--- config.mk ---
export PLATFORM = sky130hd
export DESIGN_NAME = stopwatch_ctrl
export DESIGN_NICKNAME = d
export VERILOG_FILES = /design/src/rtl/stopwatch_ctrl.sv
export SDC_FILE = /design/constraint.sdc
export NUM_CORES = 1
export LEC_CHECK = 0
export BUFFER_PORTS_ARGS = -buffer_cell sky130_fd_sc_hd__buf_2
export CELL_PAD_IN_SITES_DETAIL_PLACEMENT = 0
export CELL_PAD_IN_SITES_GLOBAL_PLACEMENT = 1
export CORE_UTILIZATION = 45
export DETAILED_ROUTE_END_ITERATION = 8
export PLACE_DENSITY = 0.75
export REMOVE_ABC_BUFFERS = 1
export SYNTH_ARGS = -nofsm -noshare
export SYNTH_HDL_FRONTEND = slang
export SYNTH_SLANG_ARGS = --single-unit
--- constraint.sdc ---
create_clock -name clk -period 2 [get_ports clk]
set_clock_uncertainty 0.2 [all_clocks]
set_input_delay 0.2 -clock clk [delete_from_list [all_inputs] [get_ports clk]]
set_output_delay 0.2 -clock clk [all_outputs]
set_load 0.1 [all_outputs]
--- src/rtl/stopwatch_ctrl.sv ---
// ============================================================================
// stopwatch_ctrl
// ----------------------------------------------------------------------------
// Sequencing controller for a chain of cascaded BCD digit counters. Debounced
// start/stop and lap/reset pulses drive a run/pause/lap state machine. An
// internal prescaler produces one-cycle count enables for the least
// significant digit. The block also clears the whole chain, freezes the
// display during a lap, and latches overflow from the top digit's carry.
//
// Optional feature macro: STOPWATCH_LAP_EN
//   defined   : LAP state reachable, lap_freeze driven by the FSM
//   undefined : LAP unreachable, lap_freeze tied low, lap_reset in RUN ignored
//
// Parameters
//   TICK_DIV     : clock cycles per count increment (must be >= 2)
//
// Ports
//   clk          : in  1  global clock, rising edge
//   rst_n        : in  1  asynchronous active-low reset
//   start_stop   : in  1  debounced single-cycle pulse, toggles run/pause
//   lap_reset    : in  1  debounced single-cycle pulse, lap (running) or
//                         clear (stopped)
//   top_carry    : in  1  carry out of the most significant digit counter
//   count_en     : out 1  registered one-cycle pulse to LSD 'increase'
//   load_default : out 1  registered, only ever high together with count_en,
//                         makes the chain load its default (zero) value
//   lap_freeze   : out 1  registered display-latch hold
//   ovf          : out 1  sticky overflow flag
//   state        : out 2  IDLE=00, RUN=01, PAUSE=10, LAP=11
// ============================================================================
module stopwatch_ctrl #(
    parameter int TICK_DIV = 100000
) (
    input  logic       clk,
    input  logic       rst_n,
    input  logic       start_stop,
    input  logic       lap_reset,
    input  logic       top_carry,
    output logic       count_en,
    output logic       load_default,
    output logic       lap_freeze,
    output logic       ovf,
    output logic [1:0] state
);

    // Prescaler width; guarded so a degenerate parameter still elaborates.
    localparam int PW = (TICK_DIV > 1) ? $clog2(TICK_DIV) : 1;
    localparam logic [PW-1:0] PRESC_MAX = PW'(TICK_DIV - 1);
    localparam logic [PW-1:0] PRESC_ONE = PW'(1);

    localparam logic [1:0] ST_IDLE  = 2'b00;
    localparam logic [1:0] ST_RUN   = 2'b01;
    localparam logic [1:0] ST_PAUSE = 2'b10;
    localparam logic [1:0] ST_LAP   = 2'b11;

    logic [1:0]    state_q, state_d;
    logic [PW-1:0] presc_q, presc_d;
    logic          count_en_q, count_en_d;
    logic          load_q, load_d;
    logic          ovf_q, ovf_d;

    logic          clear;
    logic          overflow;
    logic          running_q;
    logic          running_d;
    logic          advance;
    logic          wrap;

    // The carry is only meaningful in a cycle where the chain is actually
    // incrementing, so it is qualified by the registered enable.
    assign overflow = count_en_q & top_carry;

    // ------------------------------------------------------------------------
    // Next-state logic. Within every state overflow beats both buttons, and
    // start_stop beats lap_reset when both arrive together.
    // ------------------------------------------------------------------------
    always_comb begin
        state_d = state_q;
        ovf_d   = ovf_q;
        clear   = 1'b0;
        case (state_q)
            ST_IDLE: begin
                if (start_stop) begin
                    state_d = ST_RUN;
                end else if (lap_reset) begin
                    clear = 1'b1;
                    ovf_d = 1'b0;
                end
            end
            ST_RUN: begin
                if (overflow) begin
                    state_d = ST_PAUSE;
                    ovf_d   = 1'b1;
                end else if (start_stop) begin
                    state_d = ST_PAUSE;
                end
`ifdef STOPWATCH_LAP_EN
                else if (lap_reset) begin
                    state_d = ST_LAP;
                end
`endif
            end
            ST_PAUSE: begin
                if (start_stop) begin
                    state_d = ST_RUN;
                end else if (lap_reset) begin
                    state_d = ST_IDLE;
                    clear   = 1'b1;
                    ovf_d   = 1'b0;
                end
            end
            ST_LAP: begin
`ifdef STOPWATCH_LAP_EN
                if (overflow) begin
                    state_d = ST_PAUSE;
                    ovf_d   = 1'b1;
                end else if (start_stop) begin
                    state_d = ST_PAUSE;
                end else if (lap_reset) begin
                    state_d = ST_RUN;
                end
`else
                // Unreachable without the lap feature; recover to IDLE.
                state_d = ST_IDLE;
`endif
            end
            default: state_d = ST_IDLE;
        endcase
    end

    // ------------------------------------------------------------------------
    // Prescaler. It only advances when the FSM is counting now and will still
    // be counting next cycle. Leaving RUN/LAP for PAUSE therefore freezes the
    // value seen in the button cycle, and PAUSE->RUN resumes from exactly
    // that value, so a partial tick is never lost or double counted. Any
    // entry into or stay in IDLE zeroes it so a fresh run starts on a full
    // period.
    // ------------------------------------------------------------------------
    always_comb begin
        running_q = (state_q == ST_RUN) || (state_q == ST_LAP);
        running_d = (state_d == ST_RUN) || (state_d == ST_LAP);
        advance   = running_q && running_d;
        wrap      = advance && (presc_q == PRESC_MAX);

        if (advance) begin
            presc_d = wrap ? '0 : presc_q + PRESC_ONE;
        end else if ((state_q == ST_IDLE) || (state_d == ST_IDLE)) begin
            presc_d = '0;
        end else begin
            presc_d = presc_q;
        end
    end

    // ------------------------------------------------------------------------
    // Output pulses. A clear has to ride on count_en because the digit
    // counters only load while 'increase' is high.
    // ------------------------------------------------------------------------
    always_comb begin
        count_en_d = wrap | clear;
        load_d     = clear;
    end

    // ------------------------------------------------------------------------
    // State and output registers.
    // ------------------------------------------------------------------------
    always_ff @(posedge clk or negedge rst_n) begin
        if (!rst_n) begin
            state_q    <= ST_IDLE;
            presc_q    <= '0;
            count_en_q <= 1'b0;
            load_q     <= 1'b0;
            ovf_q      <= 1'b0;
        end else begin
            state_q    <= state_d;
            presc_q    <= presc_d;
            count_en_q <= count_en_d;
            load_q     <= load_d;
            ovf_q      <= ovf_d;
        end
    end

`ifdef STOPWATCH_LAP_EN
    logic freeze_q, freeze_d;

    // The display hold simply tracks residence in LAP, one cycle registered
    // so it lines up with the state output.
    always_comb begin
        freeze_d = (state_d == ST_LAP);
    end

    always_ff @(posedge clk or negedge rst_n) begin
        if (!rst_n) begin
            freeze_q <= 1'b0;
        end else begin
            freeze_q <= freeze_d;
        end
    end

    assign lap_freeze = freeze_q;
`else
    assign lap_freeze = 1'b0;
`endif

    assign state        = state_q;
    assign count_en     = count_en_q;
    assign load_default = load_q;
    assign ovf          = ovf_q;

endmodule
* Word-level counts from Yosys, hierarchy flattened *
Index checks and enable logic that the tools add are counted.

storage, ports and cells
  bits in registers = 22
  bits of input ports = 5

operators by class
  $add $sub $neg = 1
  equality and inequality tests = 9
  multiplexer cells = 16
  bitwise logic cells = 2
  reduce and logical (&&, ||, !) cells = 11

operator list
  operator                 count
  $mux W17                 3
  $add A17 B1 Y17 const B  1
  $eq A17 B17 Y1 const B   1
  $mux W2                  5
  $pmux W2 S4              1
  $eq A2 B2 Y1 const B     3
  $mux W1                  6
  $eq A2 B1 Y1 const B     2
  $logic_not A2 Y1         2
  $ne A2 B2 Y1 const B     2
  $reduce_and A4 Y1        1
  $reduce_bool A2 Y1       2
  $logic_or A1 B1 Y1       3
  $logic_and A1 B1 Y1      2
  $ne A2 B1 Y1 const B     1
  $pmux W1 S2              1
  $reduce_or A2 Y1         1
  $and A1 B1 Y1            1
  $or A1 B1 Y1             1

* Longest topological paths before layout *
Gate-level depths: netlist (run 1).

  depth in word-level cells = 9
  gate-level depth with buffers = 7
  gate-level depth less buffers = 5

* Worst setup path before layout (run 1) *
OpenSTA, ideal clock, no wires.

  path type = register to register
  from = register state_q[0], in the netlist state[0]
  to = register presc_q[16]
  arrival time = 1.954 ns
  slack = -0.223 ns
  stages on the path, launching flop included = 5
  cell sequence = dfrtp_1 nor2b_1 nand2_1 or4_1 nand3_1

on the way
  word-level cells in the longest chain between the ends = 9

RTL lines
  what                                          RTL line  source
  start, declared                               56        logic [1:0] state_q, state_d;
  start signal, assigned                        174       state_q <= state_d;
  $mux W2, on equally long branches             106, 94
  $mux W2, on equally long branches             104, 91
  $pmux W2 S4                                   81        case (state_q)
  $eq A2 B1 Y1 or $eq A2 B2 Y1 (tied branches)  141       running_d = (state_d == ST_RUN) || (state_d == ST_LAP);
  $logic_or A1 B1 Y1                            141
  $logic_and A1 B1 Y1                           142       advance = running_q && running_d;
  $logic_and A1 B1 Y1                           143       wrap = advance && (presc_q == PRESC_MAX);
  $mux W17                                      146       presc_d = wrap ? '0 : presc_q + PRESC_ONE;
  $mux W17                                      145       if (advance) begin
  end signal, assigned                          175       presc_q <= presc_d;
  end, declared                                 57        logic [PW-1:0] presc_q, presc_d;

Parallel ways exist; a longest one is shown, timed or not.
A chain may end at the register's enable or synchronous reset.

* Final worst setup path (run 1) *
  from = register presc_q[0]
  to = register presc_q[16]

on the way
  word-level cells in the longest chain between the ends = 4

RTL lines
  what                                                     RTL line
  branches (longest 2 deep; another with $add A17 B1 Y17)  --
  $mux W17 (*)                                             146
  $mux W17 (*)                                             145

Mark *: on every way between the ends.

==> flow_metrics.py, run 1 <==
metrics = {
    "synth": {
        "synth_area_mm2": 0.00125,
        "yosysTopAreaCell": "dfrtp_1",
        "synth_cells": 130,
        "syn_avg_cell_area_um2": 9.61,
        "yosysUniqueCellTypes": 41,
        "ys.flop_type": "dfrtp_1",
        "yosysSeqAreaShare_pct": 44.1,
        "synth_edf_count": 0,
        "ys_ff_latch": 22,
        "synthArstFlopShare_pct": 100,
        "ys.warnings.count": 0,
        "yosysMostFrequentCell": "dfrtp_1",
        "yosys-top-cells-area": "dfrtp_1 44%, nand2_1 4.8%, a31oi_1 4.5%",
        "synthTopCellsByCount": "22 x dfrtp_1, 16 x nand2_1, 11 x nand3_1",
        "synth_top_area_share_pct": 44.1,
    },
    "global_route": {
        "gr-total-overflow": 0,
        "grt.busiest_layer": "met2",
        "grt_pass1_wl_mm": 4.60,
        "gr-usage-met1_pct": 28.2,
        "grt_max_degree": 23,
        "grt_pass1_vias": 1015,
        "grt_use_met3_pct": 2.50,
        "grt.met2_usage_pct": 37.1,
        "grt_usage_pct": 21.9,
        "antenna_found_initial": 0,
    },
    "worst_setup_path": {
        "crit_fanout": 5,
        "cp-start-kind": "register",
        "critPathCaptureType": "register",
        "r2r_cells": 5,
        "arrival_ns": 1.91,
        "required_ns": 2.05,
        "crit_type": "reg2reg",
    },
    "timing": {
        "fin_crit_sh_pct": 93.0,
        "fin_ws_ns": 0.140,
        "finalSetupViolCount": 0,
        "drv_slew": 0,
        "hold_viol_final": 0,
        "rsz0062_at_grt": "no",
        "fin_crit_ns": 1.86,
        "fmax_mhz": 538,
    },
    "route": {
        "firstDrtPassIters": 4,
        "drtAntennaViolNets": 0,
        "drtIter0Drc": 20,
        "drt-total-wl_mm": 2.78,
        "avgViaCountPerCell": 6.13,
        "vias": 1109,
        "wl_per_cell_um": 15.3,
        "route.detailed.drc": 0,
    },
    "cells_and_area": {
        "layout-drive-gt1-share_pct": 19.2,
        "antenna_cells": 0,
        "num-nets-final": 158,
        "area.growth.synth_to_final_pct": 15.8,
        "postLayoutCoreUtil_pct": 56.8,
        "fill_cells": 249,
    },
    "cts": {
        "cts_num_sinks": 22,
        "clk_pin_slew_ns": 0.12,
        "h-tree-depth": 1,
        "cts_tree": "built",
        "cts_buffers": 3,
        "cts-root-buf": "clkbuf_4",
        "clk_latency_ns": 0.30,
        "cts.path.max_buffers": 2,
    },
    "place": {
        "gp_congestion": 0.880,
        "dp_slack_ns": 0.125,
        "io_buffer_count": 9,
        "dp_hpwl_mm": 1.99,
    },
    "power_and_ir_drop": {
        "p_comb_share_pct": 28.0,
        "p_switching_mw": 0.369,
        "p_leak_nw": 0.614,
        "p_int_mw": 0.644,
        "powerDensity_mw_per_mm2": 700,
        "power_frac_clock_pct": 24.1,
        "peakVddDrop_mv": 0.618,
        "swShare_pct": 36.5,
        "pwr-share-seq_pct": 47.9,
    },
    "run_status": {
        "status": "finished clean",
    },
    "floorplan": {
        "rows": 18,
        "die-area_mm2": 0.00299,
        "start_util_pct": 49.1,
        "ioPinCount": 11,
        "die_w_um": 54.7,
        "dieHeight_um": 54.7,
        "core-area_mm2": 0.00254,
    },
    "job": {
        "cap_violations": 0,
    },
    "min_path": {
        "hold_path_class": "in2async",
    },
}
[routing by layer]
| layer | up-vias | routed length, um |
|---|---|---|
| li1 | 548 | - |
| met1 | 538 | 1350 |
| met2 | 21 | 1310 |
| met3 | 2 | 95 |
| met4 | 0 | 20 |
| met5 | - | 0 |
[per-stage QoR]
stage          setup TNS (ns)  std cells  power (mW)  hold WS, ns  area, um^2
2_1_floorplan           -6.39        124       0.692       -0.296        1210
3_3_place_gp                0        172       0.767      -0.0123        1360
3_5_place_dp                0        172       0.772     -0.00187        1360
4_1_cts                     0        181        1.03        0.188        1450
5_1_grt                     0        181        1.06        0.236        1450
6_report                    0        181        1.01        0.174        1450
[final cells by class]
class                      count  area [um^2]  area share, %
tap                           30         37.5           2.60
clock buffer                   4         36.3           2.51
sequential                    22          551           38.1
multi-input combinational     98          644           44.6
timing repair buffer          23          163           11.2
inverter                       4         15.0           1.04
[placed cells by master, fill, tap and decap left out, types with 2 or more instances in the layout]
master	netlist	routed
dfrtp_1	22	22
nor2b_1	3	3
and2_1	2	2
o21ai_1	4	4
o2111ai_1	2	2
o211ai_1	3	3
or3_1	6	6
inv_1	4	4
clkbuf_4	0	3
nand2b_1	2	2
buf_2	2	9
or4_1	2	2
o311ai_1	3	3
nand4_1	7	7
nor2_1	2	2
o21ai_0	2	2
buf_4	2	9
dlygate4sd3_1	0	5
nand3_1	11	11
nand2_1	16	16
a21oi_1	3	3
a41oi_1	2	2
a31oi_1	9	9
[sequential cells by signal, indices dropped and copies added (netlist names)]
name and count:
count_en 1, presc_q 17, load_default 1, state 2, ovf 1
[logic make-up (layout without fill, tap and decap cells)]
group,Yosys count,count (layout),share of synthesized area (%)
AO/OA/AOI/OAI,33,33,18.6
adder cells (fa/ha/maj),1,1,1.00
buffers and inverters,10,31,4.41
flip-flops,22,22,44.1
other,1,1,0.300
AND/OR/NAND/NOR,63,63,31.6
[worst paths after layout]
kind | to | from | slack (ns)
max | presc_q[16]$_DFFE_PN0P_ | presc_q[0]$_DFFE_PN0P_ | 0.14
min | presc_q[9]$_DFFE_PN0P_ | rst_n | 0.17
max reg2reg | presc_q[16]$_DFFE_PN0P_ | presc_q[0]$_DFFE_PN0P_ | 0.14
min reg2reg | ovf$_DFFE_PN0P_ | ovf$_DFFE_PN0P_ | 0.31
max in group asynchronous | ovf$_DFFE_PN0P_ | rst_n | 1.09
min in group clk | ovf$_DFFE_PN0P_ | ovf$_DFFE_PN0P_ | 0.31
[worst max-delay path: stages (launching register included)]
cell and delay, ns:
dfrtp_1 0.41, ha_1 0.17, and4_2 0.33, nand4_4 0.13, or4_1 0.48, nand3_1 0.09
[power by group through the flow]
stage | logic, mW | registers (mW) | clock network, mW
CTS | 0.287 | 0.485 | 0.256
finish | 0.284 | 0.485 | 0.244
global route | 0.305 | 0.489 | 0.271
global placement | 0.275 | 0.492 | 0
floorplan | 0.0923 | 0.600 | 0
detailed placement | 0.279 | 0.493 | 0
[repair_timing]
action,in CTS,in global routing
hold buffers,5,0
buffers inserted,0,0
resized for setup,0,1
hold endpoints to repair,26,0
endpoints found under the setup margin,0,2
Note: power is estimated with default switching activity, not from simulation.
==> run 2: changes to the inputs <==
CORE_MARGIN = 5   (was not set)
RECOVER_POWER = 25   (was not set)
==> flow_metrics.py, run 2 (same netlist as run 1, synthesis figures left out) <==
metrics = {
    "run_status": {
        "status": "finished clean",
    },
    "cells_and_area": {
        "layout_common_cells": "22 x dfrtp_1, 15 x nand2_1, 11 x nand3_1, 9 x a31oi_1, 8 x buf_2",
        "layout-drive-gt1-share_pct": 17.0,
        "area.growth.synth_to_final_pct": 15.0,
        "fin_cells": 178,
        "fill_cells": 267,
        "antenna_cells": 0,
        "postLayoutCoreUtil_pct": 53.0,
        "layout_commonest_cell": "dfrtp_1",
        "num-nets-final": 154,
        "largest_register": "presc_q",
        "largest_reg_flops": 17,
    },
    "power_and_ir_drop": {
        "power_mw": 1.11,
        "peakVddDrop_mv": 0.642,
        "powerDensity_mw_per_mm2": 775,
        "p_leak_nw": 0.599,
    },
    "global_route": {
        "grt_max_degree": 23,
        "grt_pass1_wl_mm": 4.93,
        "gr-total-overflow": 0,
        "grt_pass1_vias": 1046,
        "grt_usage_pct": 15.3,
        "antenna_found_initial": 0,
    },
    "timing": {
        "fin_crit_ns": 1.93,
        "drv_slew": 0,
        "rsz0062_at_grt": "no",
        "fmax_mhz": 518,
        "hold_viol_final": 0,
        "fin_crit_sh_pct": 96.6,
        "finalSetupViolCount": 0,
        "holdWs_ns": 0.306,
        "worst_pin_slew_ns": 1.20,
        "slew_headroom_pct": 20.1,
    },
    "cts": {
        "post_cts_buffers": 0,
        "clk_pin_slew_ns": 0.13,
        "h-tree-depth": 1,
        "clk_latency_ns": 0.31,
        "cts_tree": "built",
        "cts_num_sinks": 22,
        "cts_buffers": 3,
        "cts-root-buf": "clkbuf_4",
        "cts.path.max_buffers": 2,
    },
    "worst_setup_path": {
        "rr_startpoint": "presc_q[0]$_DFFE_PN0P_",
        "crit_fanout": 8,
        "arrival_ns": 1.99,
        "max_stage_delay_ns": 0.54,
        "path_cells": "dlygate4sd3_1, buf_2, a21oi_1, nand2_2, or4_1, nand3_1",
        "r2r_cells": 5,
        "required_ns": 2.06,
        "rr_endpoint": "presc_q[16]$_DFFE_PN0P_",
        "slowest_stage": "dlygate4sd3_1",
        "crit_type": "in2reg",
        "critPathCaptureType": "register",
        "cp-start-kind": "primary input",
        "rrSetupSlack_ns": 0.11,
    },
    "floorplan": {
        "start_util_pct": 46.1,
        "dieHeight_um": 62.7,
        "rows": 19,
        "die-area_mm2": 0.00393,
        "core-area_mm2": 0.00271,
        "ioPinCount": 11,
        "die_w_um": 62.7,
    },
    "min_path": {
        "worstHoldStart": "ovf$_DFFE_PN0P_",
        "hold_path_class": "reg2reg",
        "holdPathEnd": "ovf$_DFFE_PN0P_",
        "hold_depth": 2,
    },
    "route": {
        "route.detailed.drc": 0,
        "avgViaCountPerCell": 6.34,
        "drtIter0Drc": 71,
        "wl_per_cell_um": 16.1,
        "drt-total-wl_mm": 2.86,
        "drtAntennaViolNets": 0,
        "firstDrtPassIters": 4,
        "vias": 1128,
    },
    "place": {
        "place_inst": 169,
        "dp_hpwl_mm": 1.97,
        "io_buffer_count": 9,
        "gp_congestion": 0.837,
    },
    "job": {
        "cap_violations": 0,
    },
}
[run 2: cell count changes in the layout (fill, tap and decap cells not counted)]
cell	previous run	this run
and4_2	1	0
and4_4	1	2
buf_2	9	8
buf_4	9	5
bufinv_16	0	1
clkbuf_1	0	1
clkbuf_8	1	0
nand2_1	16	15
nand2_2	0	1
[run 2: what timing repair did]
action | 4_1_cts | 5_1_grt
hold buffers | 5 | 0
setup endpoints to repair | 0 | 12
endpoints found under the hold margin | 26 | 0
resized for setup | 0 | 3
[run 2: worst max path at each step]
stage                                 startpoint                       to  slack (ns)
after CTS                 presc_q[0]$_DFFE_PN0P_  presc_q[16]$_DFFE_PN0P_       0.002
after detailed placement  presc_q[0]$_DFFE_PN0P_  presc_q[16]$_DFFE_PN0P_        0.03
after floorplan               state[0]$_DFF_PN0_  presc_q[12]$_DFFE_PN0P_       -0.50
after global placement    presc_q[0]$_DFFE_PN0P_  presc_q[16]$_DFFE_PN0P_        0.09
after global routing                  start_stop  presc_q[14]$_DFFE_PN0P_       0.006
final                                 start_stop  presc_q[16]$_DFFE_PN0P_        0.07
[run 2: critical path: cells and delay by family]
family                 cells  cell delay [ns]
AND/OR/NAND/NOR            3             0.84
buffers and inverters      2             0.69
AO/OA/AOI/OAI              1             0.27
[run 2: per-layer routing]
metal | GRT usage [%] | wire (um) | up-vias
met3 | 2.34 | 68 | 8
met5 | 0 | 0 | -
met4 | 7.16 | 58 | 0
met1 | 21.2 | 1340 | 560
met2 | 23.1 | 1400 | 17
li1 | - | - | 543
[run 2: power by group]
group / switching, mW / total, mW / internal (mW)
registers: 0.0193 / 0.485 / 0.466
logic: 0.219 / 0.285 / 0.0653
clock network: 0.142 / 0.344 / 0.203
[run 2: through the flow]
step / worst slack (ns) / setup TNS, ns / cell area [um^2]
after CTS: 0.00201 / 0 / 1430
final: 0.0688 / 0 / 1440
after floorplan: -0.503 / -6.39 / 1210
after global routing: 0.00563 / 0 / 1440
after detailed placement: 0.0293 / 0 / 1330
after global placement: 0.0871 / 0 / 1330
[run 2: layout make-up]
class / instances / area, um^2 / share of cell area (%)
clock inverter: 1 / 30.0 / 2.09
multi-input combinational: 98 / 648 / 45.1
inverter: 4 / 15.0 / 1.05
tap: 31 / 38.8 / 2.70
clock buffer: 3 / 22.5 / 1.57
sequential: 22 / 551 / 38.3
timing repair buffer: 19 / 131 / 9.15
